<file path="src/rtl/cpu_pkg.sv">
// Shared encodings and defaults for the CPU front end: bus commands,
// fetch-unit states and default widths.
package cpu_pkg;

    localparam int PC_W_DEF   = 9;
    localparam int DATA_W_DEF = 16;

    // Wide enough to count up to the longest supported memory latency (4).
    localparam int LAT_CNT_W  = 3;

    localparam logic [1:0] MNONE  = 2'b00;
    localparam logic [1:0] MREAD  = 2'b01;
    localparam logic [1:0] MWRITE = 2'b10;

    typedef enum logic [2:0] {
        S_RST,
        S_FETCH,
        S_WAIT,
        S_EXEC,
        S_LS,
        S_HALT
    } fetch_state_e;

endpackage

</file>
<file path="src/rtl/pc_reg.sv">
// Program counter register: holds its value, steps by one (wrapping at
// 2^PC_W) or loads a branch target. Load wins over increment.
module pc_reg
    import cpu_pkg::*;
#(
    parameter int PC_W = PC_W_DEF
) (
    input  logic            clk_i,
    input  logic            rst_ni,
    input  logic            inc_i,
    input  logic            load_i,
    input  logic [PC_W-1:0] target_i,
    output logic [PC_W-1:0] pc_o
);

    logic [PC_W-1:0] pc_q;
    logic [PC_W-1:0] pc_d;

    always_comb begin
        pc_d = pc_q;
        if (load_i) begin
            pc_d = target_i;
        end else if (inc_i) begin
            pc_d = pc_q + PC_W'(1);
        end
    end

    always_ff @(posedge clk_i or negedge rst_ni) begin
        if (!rst_ni) begin
            pc_q <= '0;
        end else begin
            pc_q <= pc_d;
        end
    end

    assign pc_o = pc_q;

endmodule

</file>
<file path="src/rtl/instr_fetch_unit.sv">
// Fetch/load-store front end: owns PC and IR, shares the single memory port
// between instruction fetch and LDR/STR, and freezes on HALT.
module instr_fetch_unit
    import cpu_pkg::*;
#(
    parameter int PC_W    = PC_W_DEF,
    parameter int DATA_W  = DATA_W_DEF,
    parameter int MEM_LAT = 1
) (
    input  logic              clk,
    input  logic              reset,
    output logic [1:0]        mem_cmd,
    output logic [PC_W-1:0]   mem_addr,
    input  logic [DATA_W-1:0] mem_rdata,
    output logic [DATA_W-1:0] ir,
    output logic              ir_valid,
    input  logic              ir_ready,
    input  logic              ls_req,
    input  logic              ls_write,
    input  logic [PC_W-1:0]   ls_addr,
    output logic              ls_done,
    input  logic              pc_load,
    input  logic [PC_W-1:0]   pc_target,
    input  logic              halt,
    output logic              halted,
    output logic [PC_W-1:0]   PC
);

    fetch_state_e          state_q, state_d;
    logic [LAT_CNT_W-1:0]  cnt_q, cnt_d;
    logic [DATA_W-1:0]     ir_q, ir_d;
    logic                  ir_valid_q, ir_valid_d;
    logic                  ls_write_q, ls_write_d;
    logic [PC_W-1:0]       ls_addr_q, ls_addr_d;
    logic                  pc_inc;
    logic                  pc_ld;

    pc_reg #(
        .PC_W (PC_W)
    ) u_pc_reg (
        .clk_i    (clk),
        .rst_ni   (reset),
        .inc_i    (pc_inc),
        .load_i   (pc_ld),
        .target_i (pc_target),
        .pc_o     (PC)
    );

    // The counter drives the bus command: non-zero means the access is still
    // on the bus, zero means the data (or write completion) is due this cycle.
    always_comb begin
        state_d    = state_q;
        cnt_d      = cnt_q;
        ir_d       = ir_q;
        ir_valid_d = ir_valid_q;
        ls_write_d = ls_write_q;
        ls_addr_d  = ls_addr_q;
        pc_inc     = 1'b0;
        pc_ld      = 1'b0;
        mem_cmd    = MNONE;
        mem_addr   = PC;
        ls_done    = 1'b0;

        case (state_q)
            S_RST: begin
                state_d = S_FETCH;
            end
            S_FETCH: begin
                mem_cmd = MREAD;
                cnt_d   = LAT_CNT_W'(MEM_LAT - 1);
                state_d = S_WAIT;
            end
            S_WAIT: begin
                if (cnt_q != '0) begin
                    mem_cmd = MREAD;
                    cnt_d   = cnt_q - LAT_CNT_W'(1);
                end else begin
                    ir_d       = mem_rdata;
                    ir_valid_d = 1'b1;
                    pc_inc     = 1'b1;
                    state_d    = S_EXEC;
                end
            end
            S_EXEC: begin
                if (halt) begin
                    state_d = S_HALT;
                end else if (pc_load) begin
                    pc_ld      = 1'b1;
                    ir_valid_d = 1'b0;
                    state_d    = S_FETCH;
                end else if (ls_req) begin
                    ls_write_d = ls_write;
                    ls_addr_d  = ls_addr;
                    cnt_d      = ls_write ? LAT_CNT_W'(1) : LAT_CNT_W'(MEM_LAT);
                    state_d    = S_LS;
                end else if (ir_ready) begin
                    ir_valid_d = 1'b0;
                    state_d    = S_FETCH;
                end
            end
            S_LS: begin
                mem_addr = ls_addr_q;
                if (cnt_q != '0) begin
                    mem_cmd = ls_write_q ? MWRITE : MREAD;
                    cnt_d   = cnt_q - LAT_CNT_W'(1);
                end else begin
                    ls_done = 1'b1;
                    state_d = S_EXEC;
                end
            end
            S_HALT: begin
                state_d = S_HALT;
            end
            default: begin
                state_d = S_RST;
            end
        endcase
    end

    always_ff @(posedge clk or negedge reset) begin
        if (!reset) begin
            state_q    <= S_RST;
            cnt_q      <= '0;
            ir_q       <= '0;
            ir_valid_q <= 1'b0;
            ls_write_q <= 1'b0;
            ls_addr_q  <= '0;
        end else begin
            state_q    <= state_d;
            cnt_q      <= cnt_d;
            ir_q       <= ir_d;
            ir_valid_q <= ir_valid_d;
            ls_write_q <= ls_write_d;
            ls_addr_q  <= ls_addr_d;
        end
    end

    assign ir       = ir_q;
    assign ir_valid = ir_valid_q;
    assign halted   = (state_q == S_HALT);

endmodule

</file>
<file path="config.mk">
export PLATFORM = sky130hd
export DESIGN_NAME = instr_fetch_unit
export DESIGN_NICKNAME = d
export VERILOG_FILES = /design/src/rtl/cpu_pkg.sv /design/src/rtl/pc_reg.sv /design/src/rtl/instr_fetch_unit.sv
export SDC_FILE = /design/constraint.sdc
export NUM_CORES = 1
export LEC_CHECK = 0
export ABC_AREA = 1
export BUFFER_PORTS_ARGS = -buffer_cell sky130_fd_sc_hd__buf_2
export CAP_MARGIN = 20
export CORE_MARGIN = 1
export CORE_UTILIZATION = 45
export DETAILED_ROUTE_END_ITERATION = 12
export MAX_ROUTING_LAYER = met4
export PLACE_DENSITY = 0.76
export SYNTH_ARGS = -nofsm -noshare
export SYNTH_HDL_FRONTEND = slang
export SYNTH_SLANG_ARGS = --single-unit
</file>
<file path="constraint.sdc">
create_clock -name clk -period 2.1 [get_ports clk]
set_input_delay 0.21 -clock clk [delete_from_list [all_inputs] [get_ports clk]]
set_output_delay 0.21 -clock clk [all_outputs]
set_load 0.05 [all_outputs]
</file>
==> results.md, run 1 <==
* Status: finished clean
* Largest net degree at the start of global routing at 21
* Routed Antenna Nets at 0
* Fmax at 507 MHz
* Finished Core Util at 0.589
* Synth area leaders: dfrtp_1 47%, nand2_1 22%, inv_1 6.0%, nand3_1 4.2%, o21ai_0 3.1%
* Row cnt at 25
* Slew Limit Headroom at 0.702
* Psw at 2.84 mW
* Max stage delay cell, worst path: dfrtp_1
* First drt pass iteration count at 4
* Final setup margin at roughly 0.13 ns
* CP Class: reg -> out
* Worst hold stages at 3
* Cell Chain, Critical Path: inv_1 -> ha_1 -> nand2_1 -> inv_1 -> o31ai_2 -> clkbuf_4
* HP Class: in -> reg
* Crit end category: primary output
* Peak supply drop at 0.00102 V
* Critical R2R Launch: cnt_q[0]
* Die Wd at 72.8 um
* Sequential area share after synthesis at 0.466
* Root Driver: clkbuf_8
* Max cap viols at 0
* Yosys cell types at 26
* Mapped Nets at 346
* M2 GR Usage at 0.334
* Layer with the highest usage: met2
* Slowest stage delay, CP at about 0.36 ns
* Vias per inst at 4.63
* DRC viols at 0
* DP Cell Count at between 400 and 500
* #FFs+latches synth at 42
* Critical Path Start Type: flop
* Asr flop ratio synth at 1.00
* WL per Instance at approximately 11 um
* Post-synth top area share at 0.466
* Max Root-Sink Buffers at 2
* Gr usage total at 0.216
* H-tree levels at 2
* Initial antenna violation count at 0
* First-pass GRT wire length at 8510 um
* Routing usage on met3 at 0.0580
* Most used DFF post-synth: dfrtp_1
* # fillers at 476
* Final instance area at ~2800 sq um
* Clock Sinks at between 40 and 50
* Global Route met1 Usage at 0.278
* Sw frac at 0.566
* Vias in the first global route at between 1,500 and 2,000
* I/O Buffers at between 70 and 80
* Mapped cell area at 2260 sq um
* Via Count at roughly 2,100
* Placed cell areas at 2700 sq um
* Die area at between 5000 and 6000 sq um
* Post-synth EDFFs at 0
* Critical Path Most Common Cell: inv_1
* Final period util at 0.939
* Combinational power share at 0.597
* Register share of total power at 0.300
* Synth area leader: dfrtp_1
* Clk_lat worst skew at around 0.29 ns
* Arrival @ worst endpoint at ~1.8 ns
* Skew final at roughly 0.0037 ns
* Io pins at 80
* Worst Tran Pin Value at 0.448 ns
* CTS tree: yes
* PD cells at ~1800 nW/um^2
* Cells after Synth at 302
* Critical path's top delay family: buffers and inverters
* Non-Filler Instances at roughly 450
* Setup WS pre-CTS at slightly above 0.3 ns
* Reg-to-Reg End: ir[5]
* Worst setup path startpoint: cnt_q[0]
* DRT Wirelength at 5120 um
* Height of the die at between 70 and 80 um
* P&R area growth vs syn at 24.9%
* Num CTS Buffers at 5
* Worst R2R Path Depth at 7
* Most common cell in the netlist: nand2_1
* Final Hold Fails at 0
* Core box area at about 4800 sq um
* Final hold slack at ~0.11 ns
* Total congestion overflow at 0
* Synth Warn # at 0
* Final Max Tran Viols at 0
* Setup violators final at 0
* Hold Path End: ir[10]
* Clock group share of total power at 0.102
* Placer Congestion at around 0.8
* Req. time, crit path at roughly 1.9 ns
* Layout Nets at 430
* CTS clock-pin slew for the worst setup and hold paths at around 0.08 ns
* Worst-path maximum fanout at 7
* Bufs and invs on worst path at 3
* Initial Utilization at 0.471
* RSZ-0062 raised after global routing: no
* Min Clock Period, post-route at 1.97 ns
* Commonest cells post-synth: 130 x nand2_1, 42 x dfrtp_1, 36 x inv_1
* Share of cells above drive strength 1 at 0.282
* Hold wc startpoint: mem_rdata[10]
* R2r setup slk at ~0.45 ns
* HPWL Detailed at approximately 3900 um
* Syn Area/Cell at approximately 7.5 sq um
* Pint at between 2 and 2.5 mW
* Leak pwr at between 1.5 and 2 nW
* Iteration-0 DRC Markers at 100
* # diodes at 0
layout make-up:
cell class	instances	area, sq um	share of cell area
clock buffer	6	72.6	0.0258
clock inverter	2	13.8	0.00488
inverter	38	149	0.0528
multi-input combinational	215	1010	0.357
sequential	42	1050	0.373
tap	67	83.8	0.0298
timing repair buffer	83	433	0.154
timing repair inverter	1	7.51	0.00266
metal layers:
metal	vias to the layer above	wire length [um]
met5	-	0
met1	937	2380
met3	4	298
met2	67	2400
li1	1096	-
met4	0	45
power groups by stage:
stage,Clock (mW),Sequential (mW),Combinational (mW)
after global placement,0,1.51,2.94
after detailed placement,0,1.51,2.99
after floorplan,0,2.28,1.58
final,0.513,1.51,3.00
after global routing,0.570,1.56,3.28
after CTS,0.530,1.51,3.00
placed cells by master, fill, tap and decap left out, drive strengths merged:
| cell type | synthesis | routed |
|---|---|---|
| dlygate4sd3 | 0 | 1 |
| clkinvlp | 0 | 2 |
| buf | 7 | 80 |
| clkbuf | 0 | 8 |
| clkinv | 0 | 2 |
| inv | 38 | 37 |
| xor2 | 1 | 1 |
| nand4 | 2 | 2 |
| nor2 | 20 | 20 |
| nor3 | 2 | 2 |
| ha | 3 | 3 |
| o31ai | 1 | 1 |
| nand3 | 23 | 23 |
| o21ai | 23 | 23 |
| or2 | 3 | 3 |
| a21oi | 5 | 5 |
| nand2 | 132 | 132 |
| dfrtp | 42 | 42 |
metrics by stage:
| step | total power [mW] | TNS, ns |
|---|---|---|
| after floorplan | 3.86 | -1.09 |
| after global placement | 4.45 | 0 |
| after detailed placement | 4.51 | 0 |
| after CTS | 5.03 | 0 |
| after global routing | 5.41 | 0 |
| final | 5.02 | 0 |
flip-flops by register name, indices dropped and copies added (netlist names):
signal	cells
ls_addr_q	9
cnt_q	3
ls_write_q	1
u_pc_reg.pc_o	9
ir	16
state_q	3
ir_valid	1
worst min-delay path, stage by stage:
cell     delay, ns
buf_2         0.07
nand2_1       0.04
nand2_1       0.05
kinds of logic after synthesis:
family / synth area share
XOR/XNOR: 0.00388
buffers and inverters: 0.0904
AO/OA/AOI/OAI: 0.0654
adder cells (fa/ha/maj): 0.0166
flip-flops: 0.466
AND/OR/NAND/NOR: 0.358
how the worst max path moves through the flow:
stage                  end  slack, ns  cells past startpoint
6_report        mem_cmd[0]       0.13                      6
3_5_place_dp   mem_addr[4]       0.31                      6
4_1_cts        mem_addr[4]       0.03                      5
3_3_place_gp   mem_addr[0]       0.38                      6
5_1_grt         mem_cmd[0]       0.02                      6
2_1_floorplan  mem_addr[0]      -0.16                      5
what timing repair did:
item / CTS / global route
hold endpoints to repair: 18 / 0
pin swaps: 0 / 0
gates resized for setup: 1 / 5
endpoints found under the setup margin: 7 / 8
hold buffers: 1 / 0
buffers inserted: 0 / 0
cloned: 0 / 1
(Power assumes the default switching activity.)
==> run 2: changes to the inputs <==
--- a/config.mk
+++ b/config.mk
@@ -12,7 +12,7 @@
 export CORE_UTILIZATION = 45
 export DETAILED_ROUTE_END_ITERATION = 12
 export MAX_ROUTING_LAYER = met4
-export PLACE_DENSITY = 0.76
+export PLACE_DENSITY = 0.72
 export SYNTH_ARGS = -nofsm -noshare
 export SYNTH_HDL_FRONTEND = slang
 export SYNTH_SLANG_ARGS = --single-unit
==> run 2 against run 1 <==
  * Routed wire length grew 3.6%
  * Core utilization increased by 0.16 points
  * Maximum frequency hardly changed
  * First-iteration DRC count down 1.0%
==> results.md, run 2 (same netlist as run 1, synthesis figures left out) <==
* Status: finished clean
* Combinational power share at 0.597 (about the same)
* Share of cells above drive strength 1 at 0.282 (unchanged)
* Peak supply drop at 0.000866 V (-15%)
* First-pass GRT wire length at 8770 um (+3.0%)
* Layout Nets at 430 (unchanged)
* Total congestion overflow at 0 (unchanged)
* Routed Antenna Nets at 0 (unchanged)
* DRT Wirelength at 5300 um (+3.6%)
* Row cnt at 25 (unchanged)
* CTS tree: yes
* Critical Path Start Type: flop
* Leak pwr at 1.61 nW (about the same)
* Tot Pwr at 5.05 mW (+0.69%)
* Min Clock Period, post-route at 1.97 ns (-0.00185 ns)
* Most common cell after layout, fill and taps aside: nand2_1
* Fmax at 508 MHz (about the same)
* Crit end category: primary output
* I/O Buffers at 79 (unchanged)
* WL per Instance at 11.7 um (+3.6%)
* PD cells at 1790 nW/um^2 (+0.42%)
* H-tree levels at 2 (unchanged)
* Die Wd at 72.8 um (unchanged)
* Clk_lat worst skew at 0.30 ns (about the same)
* # diodes at 0 (unchanged)
* Initial antenna violation count at 0 (unchanged)
* Most frequent cells in the layout: 129 x nand2_1, 75 x buf_2, 41 x dfrtp_1
* Multi-input gate area at 1010 sq um (+0.25%)
* Psw at 2.86 mW (+0.77%)
* Sw frac at 0.566 (about the same)
* R2r setup slk at 0.51 ns (+0.06 ns)
* Cell Chain, Critical Path: inv_1 -> nand3_4 -> clkinvlp_4 -> nand2_1 -> o21ai_0 -> buf_2
* Num CTS Buffers at 5 (unchanged)
* Initial Utilization at 0.471 (unchanged)
* Finished Core Util at 0.590 (+0.00157)
* Slowest stage delay, CP at 0.41 ns (+0.05 ns)
* CTS clock-pin slew for the worst setup and hold paths at 0.08 ns (about the same)
* P&R area growth vs syn at 25.2%
* First drt pass iteration count at 4 (unchanged)
* Setup Buffers After CTS at 0 (unchanged)
* Max cap viols at 0 (unchanged)
* Worst Tran Pin Value at 0.446 ns (-0.00123 ns)
* Slew Limit Headroom at 0.702 (+0.000817)
* Register share of total power at 0.299 (about the same)
* HP Class: in -> reg
* Pint at 2.19 mW (+0.58%)
* Skew final at 0.00330 ns (-0.000367 ns)
* Worst-path maximum fanout at 9 (+2)
* Root Driver: clkbuf_8
* Setup TNS at 0 ns (unchanged)
* Max Root-Sink Buffers at 2 (unchanged)
* CP Class: reg -> out
* Storage cell area at 1050 sq um (unchanged)
* Placer Congestion at 0.809 (+1.2%)
* Largest net degree at the start of global routing at 21 (unchanged)
* Iteration-0 DRC Markers at 99 (-1.0%)
* DRC viols at 0 (unchanged)
* Core box area at 4790 sq um (unchanged)
* Max stage delay cell, worst path: dfrtp_1
* Max reg flops at 16 (unchanged)
* Final Max Tran Viols at 0 (unchanged)
* Req. time, crit path at 1.89 ns (about the same)
* Vias in the first global route at 1,932 (+1.5%)
* Setup violators final at 0 (unchanged)
* Gr usage total at 0.222 (+0.00635)
* Via Count at 2,118 (+0.67%)
* Io pins at 80 (unchanged)
* Height of the die at 72.8 um (unchanged)
* Arrival @ worst endpoint at 1.76 ns (about the same)
* Final period util at 0.938 (about the same)
* Clock Sinks at 42 (unchanged)
* Die area at 5300 sq um (unchanged)
* HPWL Detailed at 3930 um (+1.2%)
* # fillers at 473 (-0.63%)
* Clock group share of total power at 0.105 (+0.003)
* Vias per inst at 4.67 (+0.67%)
* Final Hold Fails at 0 (unchanged)
run 2: changes by cell type in the layout (fill, tap and decap cells not counted):
cell,previous run,this run
buf_2,77,75
inv_1,34,35
clkbuf_4,2,4
nand2_1,130,129
inv_2,2,1
nand2_2,1,2
run 2: cell type report:
| type | instances | share of cell area |
|---|---|---|
| repair inverters | 1 | 0.00266 |
| clock buffers | 6 | 0.0257 |
| clock inverters | 2 | 0.00487 |
| inverters | 38 | 0.0527 |
| flip-flops and latches | 42 | 0.372 |
| repair buffers | 83 | 0.155 |
| well taps | 67 | 0.0297 |
| multi-input cells | 215 | 0.357 |
run 2: final timing paths:
kind,start,cells after the start,endpoint
setup / recovery,state_q[0],6,mem_addr[0]
hold / removal,mem_rdata[10],3,ir[10]
setup reg to reg,cnt_q[0],7,ir[0]
hold reg to reg,ir_valid,2,ir_valid
max in group asynchronous,reset,3,ir[13]
min in group asynchronous,reset,2,state_q[1]
run 2: power groups by stage:
stage	combinational (mW)	clock [mW]	sequential (mW)
2_1_floorplan	1.58	0	2.28
4_1_cts	3.00	0.540	1.50
6_report	3.01	0.529	1.51
3_5_place_dp	3.00	0	1.51
5_1_grt	3.31	0.581	1.56
3_3_place_gp	2.94	0	1.51
run 2: critical path: cells and delay by family (launching register included):
kind	cells	cell delay, ns
buf+inv	3	0.71
compound gates	1	0.06
flops	1	0.41
simple gates	2	0.28
run 2: per-stage QoR:
step	instance area [sq um]	setup WS, ns	cells	hold WS, ns
finish	2830	0.130	454	0.107
floorplan	2260	-0.155	302	-0.0856
global placement	2700	0.383	444	0.180
detailed placement	2700	0.324	444	0.180
global route	2830	-0.00208	454	0.105
CTS	2800	0.0476	453	0.105
run 2: metal layers:
| layer | track usage | routed length [um] | vias up |
|---|---|---|---|
| met3 | 0.0511 | 335 | 7 |
| li1 | - | - | 1094 |
| met1 | 0.284 | 2430 | 949 |
| met2 | 0.353 | 2450 | 68 |
| met5 | - | 0 | - |
| met4 | 0.0675 | 85 | 0 |
run 2: what timing repair did:
action | CTS | global route
gates cloned | 0 | 1
pin swaps | 0 | 0
hold buffers | 1 | 0
endpoints found under the setup margin | 2 | 9
hold endpoints to repair | 16 | 0
resized for setup | 1 | 7
==> run 3: changes to the inputs <==
--- a/config.mk
+++ b/config.mk
@@ -8,6 +8,7 @@
 export ABC_AREA = 1
 export BUFFER_PORTS_ARGS = -buffer_cell sky130_fd_sc_hd__buf_2
 export CAP_MARGIN = 20
+export CORE_ASPECT_RATIO = 1.75
 export CORE_MARGIN = 1
 export CORE_UTILIZATION = 45
 export DETAILED_ROUTE_END_ITERATION = 12
==> run 3 against run 2 <==
  * Sequential cell count unchanged
  * Register-to-register slack worse by 0.18 ns
  * First-iteration DRC count down 14%
  * Critical path type unchanged
==> results.md, run 3 (same netlist as run 1, synthesis figures left out) <==
* Req. time, crit path at 1.89 ns (about the same)
* Crit end category: primary output
* Hold Path End: ir[6]
* # fillers at 477 (+0.85%)
* Leak pwr at 1.62 nW (+0.52%)
* Max stage delay cell, worst path: dfrtp_1
* Storage cell area at 1050 sq um (unchanged)
* Setup violators final at 0 (unchanged)
* WL per Instance at 12.0 um (+3.2%)
* H-tree levels at 2 (unchanged)
* Num CTS Buffers at 5 (unchanged)
* Status: finished clean
* Max Root-Sink Buffers at 2 (unchanged)
* Worst Tran Pin Value at 0.419 ns (-0.0276 ns)
* Io pins at 80 (unchanged)
* Iteration-0 DRC Markers at 85 (-14%)
* Routed Antenna Nets at 0 (unchanged)
* Core box area at 4750 sq um (-0.78%)
* Root Driver: clkbuf_8
* Final period util at 0.951 (+0.0133)
* Final instance area at 2820 sq um (-0.22%)
* Initial antenna violation count at 0 (unchanged)
* Final Max Tran Viols at 0 (unchanged)
* Hold wc startpoint: mem_rdata[6]
* Vias per inst at 4.90 (+4.9%)
* Share of cells above drive strength 1 at 0.276 (-0.00517)
* Slew Limit Headroom at 0.720 (+0.0177)
* Max reg flops at 16 (unchanged)
* CP Class: reg -> out
* Cell Chain, Critical Path: inv_1 -> ha_1 -> nand2_1 -> inv_1 -> o31ai_2 -> buf_2
* Skew final at 0.00532 ns (+0.00202 ns)
* Peak supply drop at 0.00108 V (+24%)
* Most frequent cells in the layout: 130 x nand2_1, 77 x buf_2, 41 x dfrtp_1
* Row cnt at 33 (+32%)
* Critical Path Most Common Cell: inv_1
* Largest net degree at the start of global routing at 21 (unchanged)
* DRC viols at 0 (unchanged)
* # diodes at 0 (unchanged)
* Vias in the first global route at 2,025 (+4.8%)
* I/O Buffers at 79 (unchanged)
* RSZ-0062 raised after global routing: no
* Die area at 5310 sq um (+0.20%)
* Clock Sinks at 42 (unchanged)
* HP Class: in -> reg
* Min Clock Period, post-route at 2.00 ns (+0.0280 ns)
* Total congestion overflow at 0 (unchanged)
* Max cap viols at 0 (unchanged)
* HPWL Detailed at 4080 um (+3.6%)
* Final Hold Fails at 0 (unchanged)
* CTS tree: yes
* First-pass GRT wire length at 8690 um (-0.86%)
* Die Wd at 55.5 um (-24%)
* Bufs and invs on worst path at 3 (unchanged)
* Height of the die at 95.7 um (+31%)
* Placed cell areas at 2690 sq um (-0.69%)
* Gr usage total at 0.214 (-0.00823)
* Multi-input gate area at 1010 sq um (-0.25%)
* Clk_lat worst skew at 0.28 ns (-0.02 ns)
* Placer Congestion at 0.904 (+12%)
* Initial Utilization at 0.475 (+0.00373)
* Finished Core Util at 0.594 (+0.00335)
* Via Count at 2,149 (+1.5%)
* P&R area growth vs syn at 25.0%
* Worst R2R Path Depth at 7 (unchanged)
* First drt pass iteration count at 4 (unchanged)
* Reg-to-Reg End: ir[2]
* Arrival @ worst endpoint at 1.79 ns (+0.03 ns)
* Slowest stage delay, CP at 0.35 ns (-0.06 ns)
* Critical R2R Launch: cnt_q[0]
* Critical Path Start Type: flop
* Critical path's top delay family: buffers and inverters
* CTS clock-pin slew for the worst setup and hold paths at 0.08 ns (about the same)
* Fmax at 501 MHz (-1.4%)
* DRT Wirelength at 5290 um (-0.21%)
* PD cells at 1830 nW/um^2 (+2.1%)
* Worst-path maximum fanout at 7 (-2)
* Most common cell after layout, fill and taps aside: nand2_1
* Worst hold stages at 3 (unchanged)
* Layout Nets at 430 (unchanged)
* R2r setup slk at 0.33 ns (-0.18 ns)
[run 3: worst max path at each step]
stage	start	slack (ns)	endpoint	cells past startpoint
6_report	cnt_q[0]	0.10	mem_cmd[0]	6
3_3_place_gp	state_q[0]	0.37	mem_addr[5]	6
5_1_grt	cnt_q[0]	0.004	mem_cmd[0]	6
4_1_cts	state_q[1]	0.02	mem_addr[7]	5
2_1_floorplan	state_q[1]	-0.16	mem_addr[0]	5
3_5_place_dp	state_q[0]	0.30	mem_addr[6]	6
[run 3: what timing repair did]
action,in CTS,in global routing
pin swaps,0,0
cloned,0,1
setup endpoints to repair,3,8
hold buffers,1,0
gates resized for setup,1,4
setup buffers,0,0
endpoints found under the hold margin,14,0
[run 3: worst reg2reg max path, delay by kind of cell, from the launching register on]
kind / cells / cell delay, ns
DFF: 1 / 0.38
and+or+nand+nor: 4 / 0.76
buffers and inverters: 2 / 0.34
adders and majority gates: 1 / 0.17
[run 3: cell type report]
type,instances,share of cell area
repair inverters,1,0.00266
repair buffers,83,0.154
clock buffers,7,0.0271
multi-input cells,215,0.357
clock inverters,1,0.0107
inverters,38,0.0528
well taps,52,0.0231
flip-flops and latches,42,0.373
[run 3: per-layer routing]
metal | vias up | wire length [um] | track usage | part of all wire
met1 | 985 | 2120 | 0.234 | 0.40
met3 | 10 | 185 | 0.0231 | 0.035
met2 | 59 | 2860 | 0.391 | 0.54
li1 | 1095 | - | - | -
met5 | - | 0 | - | 0
met4 | 0 | 120 | 0.0938 | 0.023
[run 3: where the power goes]
group          internal [mW]  leakage (nW)  switching, mW  total, mW
registers               1.19         0.521          0.317       1.51
clock network          0.356        0.0524          0.264      0.620
logic                  0.748          1.05           2.27       3.01
total                   2.30          1.62           2.85       5.15
[run 3: per-stage QoR]
stage | cells | power [mW] | hold WS, ns | TNS (ns) | setup slack, ns
finish | 439 | 5.15 | 0.120 | 0 | 0.102
global route | 439 | 5.51 | 0.120 | 0 | 0.00417
CTS | 438 | 5.17 | 0.113 | 0 | 0.0180
detailed placement | 429 | 4.53 | 0.151 | 0 | 0.298
global placement | 429 | 4.47 | 0.158 | 0 | 0.373
floorplan | 302 | 3.86 | -0.0856 | -1.09 | -0.155
